File: src/rtl/hs_sync_fifo_pkg.sv
// hs_pkg: shared defaults and pointer-width helper for the hs_sync_fifo slice.
package hs_pkg;
    localparam int HS_DATA_W = 8;
    localparam int HS_DEPTH  = 4;

    function automatic int ptr_w(input int depth);
        return $clog2(depth);
    endfunction
endpackage

File: src/rtl/hs_sync_fifo_mem.sv
// hs_fifo_mem: DEPTH x DATA_W register array, one synchronous write port, asynchronous read.
module hs_fifo_mem #(
    parameter int DATA_W = 8,
    parameter int DEPTH  = 4,
    parameter int ADDR_W = 2
) (
    input  logic              clk,
    input  logic              wr_en,
    input  logic [ADDR_W-1:0] wr_addr,
    input  logic [DATA_W-1:0] wr_data,
    input  logic [ADDR_W-1:0] rd_addr,
    output logic [DATA_W-1:0] rd_data
);
    logic [DATA_W-1:0] mem_q [DEPTH];
    logic [DATA_W-1:0] mem_d [DEPTH];

    always_comb begin
        mem_d = mem_q;
        if (wr_en) mem_d[wr_addr] = wr_data;
    end

    // Storage is deliberately unreset; only the control in the top is cleared.
    always_ff @(posedge clk) mem_q <= mem_d;

    assign rd_data = mem_q[rd_addr];
endmodule

File: src/rtl/hs_sync_fifo.sv
// hs_sync_fifo: registered valid/ready FIFO with no input-to-output data path.
// Defining HS_FIFO_STALL_CNT_EN adds a saturating 16-bit stall_cnt output.
module hs_sync_fifo
    import hs_pkg::*;
#(
    parameter int DATA_W = HS_DATA_W,
    parameter int DEPTH  = HS_DEPTH,
    parameter int CNT_W  = $clog2(DEPTH) + 1
) (
    input  logic              clk,
    input  logic              rst,
    input  logic              s_valid,
    output logic              s_ready,
    input  logic [DATA_W-1:0] s_data,
    output logic              m_valid,
    input  logic              m_ready,
    output logic [DATA_W-1:0] m_data,
`ifdef HS_FIFO_STALL_CNT_EN
    output logic [15:0]       stall_cnt,
`endif
    output logic [CNT_W-1:0]  level
);
    localparam int PTR_W = ptr_w(DEPTH);

    logic [PTR_W-1:0]  wr_ptr_q, wr_ptr_d, rd_ptr_q, rd_ptr_d;
    logic [CNT_W-1:0]  level_q, level_d;
    logic [DATA_W-1:0] rd_data;
    logic              push, pop;

    // Ready depends only on registered level (and reset), never on m_ready.
    assign s_ready = !rst && (level_q != CNT_W'(DEPTH));
    assign m_valid = (level_q != '0);
    assign m_data  = m_valid ? rd_data : '0;
    assign level   = level_q;
    assign push    = s_valid && s_ready;
    assign pop     = m_valid && m_ready;

    always_comb begin
        wr_ptr_d = push ? wr_ptr_q + 1'b1 : wr_ptr_q;
        rd_ptr_d = pop ? rd_ptr_q + 1'b1 : rd_ptr_q;
        level_d  = level_q + CNT_W'(push) - CNT_W'(pop);
    end

    always_ff @(posedge clk or posedge rst) begin
        if (rst) begin
            wr_ptr_q <= '0;
            rd_ptr_q <= '0;
            level_q  <= '0;
        end else begin
            wr_ptr_q <= wr_ptr_d;
            rd_ptr_q <= rd_ptr_d;
            level_q  <= level_d;
        end
    end

`ifdef HS_FIFO_STALL_CNT_EN
    logic [15:0] stall_cnt_q, stall_cnt_d;

    always_comb stall_cnt_d = (m_valid && !m_ready && stall_cnt_q != 16'hFFFF) ? stall_cnt_q + 16'd1 : stall_cnt_q;

    always_ff @(posedge clk or posedge rst) begin
        if (rst) stall_cnt_q <= '0;
        else     stall_cnt_q <= stall_cnt_d;
    end

    assign stall_cnt = stall_cnt_q;
`endif

    hs_fifo_mem #(.DATA_W(DATA_W), .DEPTH(DEPTH), .ADDR_W(PTR_W)) u_mem (
        .clk     (clk),
        .wr_en   (push),
        .wr_addr (wr_ptr_q),
        .wr_data (s_data),
        .rd_addr (rd_ptr_q),
        .rd_data (rd_data)
    );
endmodule

File: config.mk
export PLATFORM = sky130hd
export DESIGN_NAME = hs_sync_fifo
export DESIGN_NICKNAME = d
export VERILOG_FILES = /design/src/rtl/hs_sync_fifo_pkg.sv /design/src/rtl/hs_sync_fifo_mem.sv /design/src/rtl/hs_sync_fifo.sv
export SDC_FILE = /design/constraint.sdc
export NUM_CORES = 1
export LEC_CHECK = 0
export ABC_AREA = 1
export ABC_CLOCK_PERIOD_IN_PS = 4700
export CAP_MARGIN = 20
export CELL_PAD_IN_SITES_DETAIL_PLACEMENT = 2
export CELL_PAD_IN_SITES_GLOBAL_PLACEMENT = 2
export CORE_UTILIZATION = 37
export CTS_BUF_LIST = sky130_fd_sc_hd__clkbuf_4 sky130_fd_sc_hd__clkbuf_8 sky130_fd_sc_hd__clkbuf_16
export CTS_CLUSTER_SIZE = 10
export DETAILED_ROUTE_END_ITERATION = 16
export GPL_TIMING_DRIVEN = 0
export PLACE_DENSITY_LB_ADDON = 0.1
export SLEW_MARGIN = 20
export SYNTH_ARGS = -nofsm -noshare
export SYNTH_HDL_FRONTEND = slang
export SYNTH_SLANG_ARGS = --single-unit
File: constraint.sdc
create_clock -name clk -period 4.7 [get_ports clk]
set_clock_uncertainty 0.05 [all_clocks]
set_input_delay 0.705 -clock clk [delete_from_list [all_inputs] [get_ports clk]]
set_output_delay 0.705 -clock clk [all_outputs]
set_load 0.02 [all_outputs]
==> results.md <==
- The run finished with clean final reports.
- For the final routed database, the setup TNS stands at 0 ps.
- The net total in the final layout is 230.
- In this run, the number of DRC markers left after iteration 0 of detailed routing was 51.
- The endpoint type of the worst setup path is an output pin.
- The dominant combinational cell family by area after synthesis is simple AND/OR/NAND/NOR gates.
- Measured against the total synthesized area, the mux share comes to 0.
- After synthesis, the share of flip-flops with an asynchronous set or reset is 0.179.
- Across the run, the number of max-cap violations was 0.
- STA classifies the critical path startpoint as a flop.
- The number of gates resized after CTS is 0.
- The effective utilization at floorplan is 0.386.
- Counting every instance in the synthesized netlist gives 180.
- In this run the worst path has a maximum fanout of 8.
- The area fraction in compound gates after synthesis is 0.0302.
- The filler cell count is 505.
- Synthesis produced a netlist with a net count of 199.
- The width of the die is 72.2 µm.
- The static leakage is 1.01 nW.
- The fraction of post-synthesis cell area in the top cell type by area is 0.527.
- Of the total synthesized cell area, the portion taken by AND, OR, NAND and NOR gates is 0.163.
- Dividing the detail-routed wire length by the instance count gives 15.8 µm.
- Yosys attributes the largest share of cell area to edfxtp_1 53%, inv_1 9.9%, dfrtp_1 9.6%.
- The cell seen most often among critical-path stages is inv_1.
- The critical path's slowest cell is clkdlybuf4s50_1.
- The total DRC errors in the routed layout is 0.
- The area share of xor/xnor cells in the synthesized design is 0.00960.
- OpenSTA, run right after detailed placement, puts the worst setup slack at 1550 ps.
- For the worst setup path, the data arrival time is 2050 ps.
- The biggest area contributor in the post-synthesis netlist is edfxtp_1.
- In this run the remaining antenna-violating nets after routing total 0.
- The first element of the critical path is level[1].
- Once placement completed, the tool counted placed cells totaling 271.
- The die is 72.2 µm tall.
- The routed wire length is 4410 µm.
- The number of failing hold endpoints at the final stage was 0.
- The most used flip-flop cell after synthesis is edfxtp_1.
- The count of final max-slew check failures was 0.
- Entering global routing, the biggest net connects 14 pins.
- Using the TritonRoute via totals, the vias-per-cell ratio works out to 4.64.
- The cell area after synthesis is 1820 µm².
- Detailed placement ended at an HPWL of 3270 µm.
- Excluding fillers, the count of instances in the completed layout stands at 279.
- In this run the tool buffered the top-level ports with 24 buffer cells.
- The count of buffering cells on the critical path with inverters included is 3.
- The placer congestion estimate is 0.689.
- The overall overflow remaining after global route is 0.
- The peak supply drop is 0.270 mV.
- The total global-route track usage is 0.190.
- The kind of path behind the tightest hold check is reg -> reg.
- The setup path with the least slack is of type reg -> out.
- The number of detailed-routing iterations run before antenna repair is 4.
- After floorplanning, the core was sized to cover 4720 µm².
- The die covers 5220 µm².
- The final number of setup-violating endpoints is 0.
- The required time reported for the critical path endpoint is 3940 ps.
- Counting every sink on the clock net gives 39.
- The count of different cell masters after synthesis is 21.
- After synthesis the netlist holds a flip-flop and latch count of 39.
- The clock network latency to the later pin of the worst-skew pair is 290 ps.
- A synthesized cell averages 10.1 µm².
- The critical path goes through inv_1 > nand3_1 > inv_1 > a21oi_1 > clkdlybuf4s50_1.
- Of the total synthesized cell area, the portion taken by full adders, half adders and majority gates is 0.0521.
- The headroom to the max-slew limit is 0.403.
- From synthesis to final layout, the design area changed by 22.6%.
- Clock-pin slew was measured on the worst setup and hold paths at 70 ps.
- Yosys mapped a number of flops with a built-in enable equal to 32.
- For this run, the register share of the synthesized area comes to 0.623.
- The number of placement rows is 25.
- The share of the clock period used by the worst path is 0.597.
- Measured on the finished design, the core utilization comes to 0.474.
- The cell family contributing the most delay on the critical path is buffers and inverters.
- The longest clock path from root to sink contains 2 buffers.
- The maximum clock frequency is 357 MHz.
- The total CTS buffers is 5.
- The first-pass GRT wire length is 7020 µm.
- The number of hold buffers added after cts is 0.
- The clock tree root driver cell is clkbuf_8.
- The maximum level of the CTS H-tree is 2.
- The power per standard cell area is 609 nW/µm².
- The TritonCTS clock tree is yes.
- The startpoint of the most critical hold path is level[0].
- During I/O placement, the number of pins put on the boundary was 25.
- The worst setup slack after layout is 1900 ps.
- The number of global-route vias before repair is 1440.
- Setup repair after global routing left no endpoint under its margin.
- For this run, the number of Yosys warnings is 0.
- In the final layout, the share of cells above drive strength 1 is 0.0708.
- The beginning of the worst register-to-register path is level[1].
- The total setup buffers inserted after CTS is 0.
- The antenna diode count is 0.
- The number of antenna violations at the first check in global routing is 0.
- The largest single stage delay on the critical path is 640 ps.
- At the pin with the least slew margin, the transition time is 892 ps.
- The time the final worst path needs with I/O delays and setup is 2800 ps.
- The count of vias placed by the detailed router is 1294.
==> metrics by stage <==
step | hold WS, ps | total power [W] | cell area, µm²
2_1_floorplan | 442 | 0.000875 | 1820
3_3_place_gp | 467 | 0.00112 | 2150
3_5_place_dp | 485 | 0.00116 | 2150
4_1_cts | 503 | 0.00139 | 2240
5_1_grt | 525 | 0.00146 | 2240
6_report | 490 | 0.00136 | 2240
==> Yosys cell counts (2+ instances only) <==
cell type	count
a21oi_1	7
buf_6	2
dfrtp_1	7
edfxtp_1	32
ha_1	6
inv_1	48
nand2_1	42
nand3_1	19
nand4_1	2
nor2_1	4
==> worst reg2reg max path: stages, from the launching register on <==
cell and delay, ps:
dfrtp_1 430, inv_1 110, nand3_1 140, nand3_1 250, ha_1 370, inv_1 60
ha_1 130, inv_1 50, fa_1 380, xor2_1 180
==> area by class of cell <==
| cell class | count | area [µm²] | share of cell area |
|---|---|---|---|
| tap | 67 | 83.8 | 0.0375 |
| sequential | 39 | 1140 | 0.508 |
| buffer | 4 | 37.5 | 0.0168 |
| inverter | 49 | 186 | 0.0833 |
| clock inverter | 3 | 20.0 | 0.00895 |
| timing repair buffer | 24 | 240 | 0.107 |
| clock buffer | 5 | 68.8 | 0.0308 |
| multi-input combinational | 88 | 464 | 0.207 |
==> flip-flops by register name, summed over array words and instances (netlist names) <==
register     flops
u_mem.mem_q     32
level            3
rd_ptr_q         2
wr_ptr_q         2
==> cells in the final DEF (no fill, tap or decap) <==
cell             Yosys  layout
inv_1               48      48
nand2_1             42      42
edfxtp_1            32      32
clkdlybuf4s50_1      0      24
nand3_1             19      19
a21oi_1              7       7
dfrtp_1              7       7
ha_1                 6       6
clkbuf_8             0       5
nor2_1               4       4
buf_6                2       2
nand4_1              2       2
buf_4                1       1
inv_4                1       1
clkbuf_4             1       1
nand2_2              1       1
nand3_2              1       1
a21oi_2              1       1
a31oi_1              1       1
xor2_1               1       1
xnor2_1              1       1
o21ai_0              1       1
fa_1                 1       1
clkinv_1             0       1
clkinvlp_4           0       1
clkinv_4             0       1
==> final timing paths <==
check                              end  slack, ps  cells past startpoint
min reg2reg                   level[0]        490                      1
max                          m_data[7]       1900                      5
min in group asynchronous     level[0]        670                      2
max in group asynchronous  rd_ptr_q[0]       3660                      2
min                           level[0]        490                      1
max reg2reg                   level[2]       2430                      9
==> power breakdown <==
part	total (W)	internal, W	switching, W
sequential	0.000472	0.000437	0.0000348
combinational	0.000671	0.000270	0.000401
clock	0.000220	0.000103	0.000116
total	0.00136	0.000810	0.000552
==> cell families after synthesis <==
| kind of cell | Yosys count |
|---|---|
| AND/OR/NAND/NOR | 69 |
| AO/OA/AOI/OAI | 10 |
| XOR/XNOR | 2 |
| adder cells (fa/ha/maj) | 7 |
| flip-flops | 39 |
| buffers and inverters | 53 |
==> per-layer routing <==
metal  wire [µm]  vias to the layer above  GRT usage  part of all wire
met3         115                        7     0.0417             0.026
met1        1800                      637      0.220              0.41
met4          67                        0     0.0632             0.015
li1            -                      624          -                 -
met2        2430                       26      0.346              0.55
met5           0                        -          0                 0
Note: power is estimated with default switching activity, not from simulation.
